===== config.mk =====
export PLATFORM = sky130hd
export DESIGN_NAME = piso_shift_tx_flat
export DESIGN_NICKNAME = d
export VERILOG_FILES = /design/src/rtl/piso_shift_tx_if.sv /design/src/rtl/piso_shift_tx.sv /design/src/flat_wrapper.sv
export SDC_FILE = /design/constraint.sdc
export NUM_CORES = 1
export LEC_CHECK = 0
export CAP_MARGIN = 20
export CORE_AREA = 2 2 39 41
export CTS_CLUSTER_SIZE = 8
export DETAILED_ROUTE_END_ITERATION = 16
export DIE_AREA = 0 0 41 43
export PLACE_DENSITY_LB_ADDON = 0.3
export SLEW_MARGIN = 5
export SYNTH_ARGS = -nofsm -noshare
export SYNTH_HDL_FRONTEND = slang
export SYNTH_SLANG_ARGS = --single-unit

===== constraint.sdc =====
create_clock -name CLK -period 0.9 [get_ports CLK]
set_input_delay 0.18 -clock CLK [delete_from_list [all_inputs] [get_ports CLK]]
set_output_delay 0.18 -clock CLK [all_outputs]
set_load 0.1 [all_outputs]

===== src/rtl/piso_shift_tx_if.sv =====
// Load handshake and serial output bundle for piso_shift_tx.
// Ports: Load_valid/Load_ready/D (parallel word in), Sout/Sout_valid (serial out),
//        Busy (frame in progress), Done (one-cycle end-of-frame pulse).
interface piso_shift_tx_if #(
  parameter int WIDTH = 4
);
  logic             Load_valid;
  logic             Load_ready;
  logic [WIDTH-1:0] D;
  logic             Sout;
  logic             Sout_valid;
  logic             Busy;
  logic             Done;

  // Transmitter side.
  modport slave (
    input  Load_valid, D,
    output Load_ready, Sout, Sout_valid, Busy, Done
  );

  // Word source / serial consumer side.
  modport master (
    output Load_valid, D,
    input  Load_ready, Sout, Sout_valid, Busy, Done
  );
endinterface


===== src/rtl/piso_shift_tx.sv =====
// Parallel-in/serial-out transmitter: captures a WIDTH-bit word on a valid/ready
// load and shifts it out one bit per CLK, then pulses Done for one cycle.
// Latency: first bit the cycle after the load edge; frame is WIDTH cycles
// (WIDTH+1 with PISO_PARITY_EN defined, which appends an even-parity bit).
// Backpressure: Load_ready is high only in IDLE; Load_valid is ignored mid-frame.
// Ports: CLK, CLR (async active-low), bus (piso_shift_tx_if.slave).
module piso_shift_tx #(
  parameter int WIDTH     = 4,
  parameter bit MSB_FIRST = 1'b0
) (
  input  logic             CLK,
  input  logic             CLR,
  piso_shift_tx_if.slave   bus
);

  localparam int CW = $clog2(WIDTH);
  localparam logic [CW-1:0] LAST = CW'(WIDTH - 1);

`ifdef PISO_PARITY_EN
  typedef enum logic [1:0] {IDLE = 2'd0, SHIFT = 2'd1, PARITY = 2'd2} state_t;
`else
  typedef enum logic [1:0] {IDLE = 2'd0, SHIFT = 2'd1} state_t;
`endif

  state_t           state_q, state_d;
  logic [WIDTH-1:0] sreg_q, sreg_d;
  logic [CW-1:0]    cnt_q, cnt_d;
  logic             done_q, done_d;
  logic             out_bit;
  logic [WIDTH-1:0] sreg_shifted;
`ifdef PISO_PARITY_EN
  logic             par_q, par_d;
`endif

  // Output end of the register and the shift toward it (zero fill).
  assign out_bit      = MSB_FIRST ? sreg_q[WIDTH-1] : sreg_q[0];
  assign sreg_shifted = MSB_FIRST ? {sreg_q[WIDTH-2:0], 1'b0}
                                  : {1'b0, sreg_q[WIDTH-1:1]};

  always_ff @(posedge CLK or negedge CLR) begin
    if (!CLR) begin
      state_q <= IDLE;
      sreg_q  <= '0;
      cnt_q   <= '0;
      done_q  <= 1'b0;
`ifdef PISO_PARITY_EN
      par_q   <= 1'b0;
`endif
    end else begin
      state_q <= state_d;
      sreg_q  <= sreg_d;
      cnt_q   <= cnt_d;
      done_q  <= done_d;
`ifdef PISO_PARITY_EN
      par_q   <= par_d;
`endif
    end
  end

  always_comb begin
    state_d = state_q;
    sreg_d  = sreg_q;
    cnt_d   = cnt_q;
    done_d  = 1'b0;
`ifdef PISO_PARITY_EN
    par_d   = par_q;
`endif
    case (state_q)
      IDLE: begin
        if (bus.Load_valid) begin
          sreg_d  = bus.D;
          cnt_d   = '0;
          state_d = SHIFT;
`ifdef PISO_PARITY_EN
          par_d   = ^bus.D;
`endif
        end
      end
      SHIFT: begin
        sreg_d = sreg_shifted;
        cnt_d  = cnt_q + CW'(1);
        if (cnt_q == LAST) begin
          // Clear rather than increment so the counter never wraps.
          cnt_d = '0;
`ifdef PISO_PARITY_EN
          state_d = PARITY;
`else
          state_d = IDLE;
          done_d  = 1'b1;
`endif
        end
      end
`ifdef PISO_PARITY_EN
      PARITY: begin
        state_d = IDLE;
        done_d  = 1'b1;
      end
`endif
      default: state_d = IDLE;
    endcase
  end

  // Handshake and serial outputs decode straight from state so that an
  // asynchronous reset drops them immediately.
  always_comb begin
    bus.Load_ready = (state_q == IDLE);
    bus.Busy       = (state_q != IDLE);
    bus.Sout_valid = (state_q != IDLE);
    bus.Sout       = 1'b0;
    if (state_q == SHIFT) bus.Sout = out_bit;
`ifdef PISO_PARITY_EN
    if (state_q == PARITY) bus.Sout = par_q;
`endif
  end

  assign bus.Done = done_q;

endmodule


===== src/flat_wrapper.sv =====
// flat-port wrapper written by rule: the top's interface ports become plain ports
module piso_shift_tx_flat 
#(
  parameter int WIDTH     = 4,
  parameter bit MSB_FIRST = 1'b0
)
  (CLK, CLR, bus_Load_valid, bus_D, bus_Load_ready, bus_Sout, bus_Sout_valid, bus_Busy, bus_Done);
  piso_shift_tx_if #(.WIDTH(WIDTH)) bus_i ();
  input  logic CLK;
  input  logic CLR;
  input wire logic [$bits(bus_i.Load_valid)-1:0] bus_Load_valid;
  input wire logic [$bits(bus_i.D)-1:0] bus_D;
  output wire logic [$bits(bus_i.Load_ready)-1:0] bus_Load_ready;
  output wire logic [$bits(bus_i.Sout)-1:0] bus_Sout;
  output wire logic [$bits(bus_i.Sout_valid)-1:0] bus_Sout_valid;
  output wire logic [$bits(bus_i.Busy)-1:0] bus_Busy;
  output wire logic [$bits(bus_i.Done)-1:0] bus_Done;
  assign bus_i.Load_valid = bus_Load_valid;
  assign bus_i.D = bus_D;
  assign bus_Load_ready = bus_i.Load_ready;
  assign bus_Sout = bus_i.Sout;
  assign bus_Sout_valid = bus_i.Sout_valid;
  assign bus_Busy = bus_i.Busy;
  assign bus_Done = bus_i.Done;
  piso_shift_tx #(.WIDTH(WIDTH), .MSB_FIRST(MSB_FIRST)) u_core (.CLK(CLK), .CLR(CLR), .bus(bus_i));
endmodule

Word level (Yosys, flattened, before mapping):

Index checks and enable logic that the tools add are counted.

* register bits: 9
* input bits: 7
* output and inout port bits: 5
* word-level logic and storage cells: 25

* muxes and demuxes: 11
* equal/unequal tests: 4
* add/sub/neg operators: 1
* reductions and logical operators: 5

Operators with widths (count)
* $mux 2: 4
* $pmux 2 s2: 2
* $pmux 4 s2: 1
* $mux 4: 1
* $reduce_and 2->1: 2
* $reduce_bool 2->1: 2
* $mux 1: 3
* $add 2x1->2 const B: 1
* $eq 2x1->1 const B: 1
* $eq 2x2->1 const B: 1
* $logic_not 2->1: 1
* $ne 2x1->1 const B: 1
* $ne 2x2->1 const B: 1

Depth between registers and ports, before layout:

* depth after elaboration: 3
* mapped depth: 3
* depth with buffers taken out: 3

Worst setup path before layout:

OpenSTA, ideal clock, no wires.

* kind: register to output
* start point: register u_core.state_q[0]
* end point: output port bus_Sout
* stages on the path, launching flop included: 3
* setup slack: -1.298 ns
* buffers on the path: 1
* data required time: 0.720 ns
* arrival time: 2.018 ns
* path through: dfrtp_1 > buf_4 > and2_1

* longest elaborated chain between the ends: 2

RTL lines
* start, declared: RTL line piso_shift_tx.sv:25 `state_t state_q, state_d;`
* start signal, assigned: RTL line piso_shift_tx.sv:50 `state_q <= state_d;`
* $eq 2x1->1: RTL line piso_shift_tx.sv:110 `if (state_q == SHIFT) bus.Sout = out_bit;`
* $mux 1: RTL line piso_shift_tx.sv:110
* end, declared: RTL line flat_wrapper.sv:14 `output wire logic [$bits(bus_i.Sout)-1:0] bus_Sout;`

No other way between the ends.

Worst setup path after layout:

Same ends and word-level chain as after synthesis.

==> impl_metrics.yaml <==
sta:
  slew_violations: 0
  skew_ps: 1.928
  fin_ws_ps: -377.9
  timing.final.crit_period_ps: 1278
  setup_viol: 9
  tns_ps: -2055
  hold_viol: 0
  rsz0062_at_grt: "yes"
  relSlewSlack_pct: 76.69
  tightestPinTransition_ps: 348.6
  period_share_pct: 142.0
  fmax_ghz: 0.7825
global_route:
  grt_pass1_vias: 316
  groute.usage.overall_pct: 11.89
  overflow: 0
  grt_pass1_wl_mm: 1.290
  antenna_found_initial: 0
  grt_max_degree: 9
min_path:
  hp-class: "in2async"
worst_setup_path:
  cp_max_fo: 5
  cp_slowest_cell: "dfrtp_4"
  crit_path_start_kind: "flop"
  arrival_ps: 1100
  critPathBufInv: 1
  cp-end-kind: "output pin"
  reg2reg_slack_ps: -160
  cp_slowest_stage_delay_ps: 520
  r2r-end: "u_core.cnt_q[0]"
  crit_chain: "and2_4, buf_12"
  cp_top_family: "flip-flops"
  crit_type: "reg2out"
  rr_startpoint: "u_core.state_q[0]"
  required_ps: 720
  reg2reg_depth: 3
logic_synthesis:
  synthCells: 31
  netlist_area_um2: 356.6
  synth_cell_types: 12
  synthesis.nets: 39
  syn_area_per_cell_um2: 11.50
  ys_ff_latch: 8
  yosysSeqAreaShare_pct: 56.14
  yosysWarnings: 0
clocking:
  cts_root_buf: "clkbuf_4"
  clk_latency_ps: 260
  cts_buffers: 3
  htreeDepth: 1
  cts_tree: "done"
  clock_sinks: 8
  clock_path_buffers: 2
  clkTransAtPathRegs_ps: 50
routing:
  drc: 0
  dr.pass1.iters: 4
  vias: 282
  drt_wl_total_um: 734
  drt-initial-drc-count: 4
  viasPerCell: 4.338
  ant_nets: 0
  wl_per_cell_um: 11.29
cells_and_area:
  n_antenna_cell: 0
  final_nets: 58
  nFillCells: 130
  final_cell_mix: "buf_12, dfrtp_1, clkdlybuf4s50_1, mux2i_1"
  drive_gt1_share_pct: 48.98
  multi_input_area_um2: 147.6
  seqCellArea_um2: 205.2
  fin_cells: 65
  area_delta_synth_final_pct: 76.84
floorplanning:
  ios: 12
  die_area_mm2: 0.001763
  coreArea_mm2: 0.001384
  fp.dieW_um: 41
  start_util_pct: 25.77
  chipHeight_um: 43
  std_cell_rows: 14
place:
  port_buffers: 11
  place_ws_ps: -381.5
  place_congestion: 0.6290
  dpl.cell_count: 58
  hpwl_um: 561.8
run:
  drv_cap: 0
status:
  violations: "negative setup slack"
  status: "complete, but fails checks"
per-layer routing:
layer / track usage (%) / vias up / wire length, µm
met4: 14.00 / 0 / 42
met3: 3.141 / 5 / 45
met2: 16.88 / 10 / 380
met1: 12.04 / 131 / 265
li1: - / 136 / -
met5: 0 / - / 0
worst max path at each step:
stage,endpoint,cells after the start,from
after CTS,bus_Sout,2,u_core.state_q[0]
final,bus_Sout,2,u_core.state_q[0]
after global placement,u_core.cnt_q[0],3,bus_Load_valid
after floorplan,bus_Load_ready,2,u_core.state_q[0]
after global routing,bus_Sout,2,u_core.state_q[0]
after detailed placement,u_core.sreg_q[1],3,bus_Load_valid
cells by family (layout without fill, tap and decap cells):
family,Yosys count,count (layout),synth area share (%)
and+or+nand+nor,9,9,11.58
muxes,4,4,11.23
adders and majority gates,1,1,3.508
AOI/OAI and AO/OA,5,5,9.122
DFF,8,8,56.14
buffers and inverters,4,22,8.419
through the flow:
step	utilization [%]	cell area, µm²	hold slack (ps)
floorplan	-	371.6	-115.6
global placement	40.24	556.8	464.4
detailed placement	40.24	556.8	486.6
CTS	44.85	620.6	197.4
global route	45.57	630.6	217.2
finish	45.57	630.6	191.2
sequential cells by signal (all words and copies together) (netlist names):
name	count
u_core.sreg_q	4
u_core.bus.Done	1
u_core.cnt_q	2
u_core.state_q	1
Yosys cell counts:
cell type | count | area, µm²
buf_6 | 1 | 11.26
mux2i_1 | 4 | 40.04
nand2_1 | 3 | 11.26
o21ai_1 | 3 | 15.01
ha_1 | 1 | 12.51
inv_1 | 1 | 3.750
nor2_2 | 1 | 6.260
dfrtp_1 | 8 | 200.2
nor2_1 | 3 | 11.26
a22o_1 | 2 | 17.52
buf_4 | 2 | 15.01
and2_1 | 2 | 12.51
final cells by class:
type	instances	area share, %
Tap cell	16	3.175
Clock buffer	4	4.167
Multi-Input combinational cell	19	23.41
Sequential cell	8	32.54
Timing Repair Buffer	17	35.52
Inverter	1	1.190
what timing repair did:
action	CTS	global route
endpoints found under the setup margin	13	12
cloned	0	0
setup buffers	2	1
resized for setup	8	1
pin swaps	4	0
hold buffers	0	0
worst register-to-register path: cells and delay by family, from the launching register on:
family	cells	cell delay (ps)
buffers and inverters	2	260
DFF	1	520
AOI/OAI and AO/OA	1	170
Power is not shown: default switching activity piles up to over one toggle a cycle in this logic, so the estimate is an artifact.
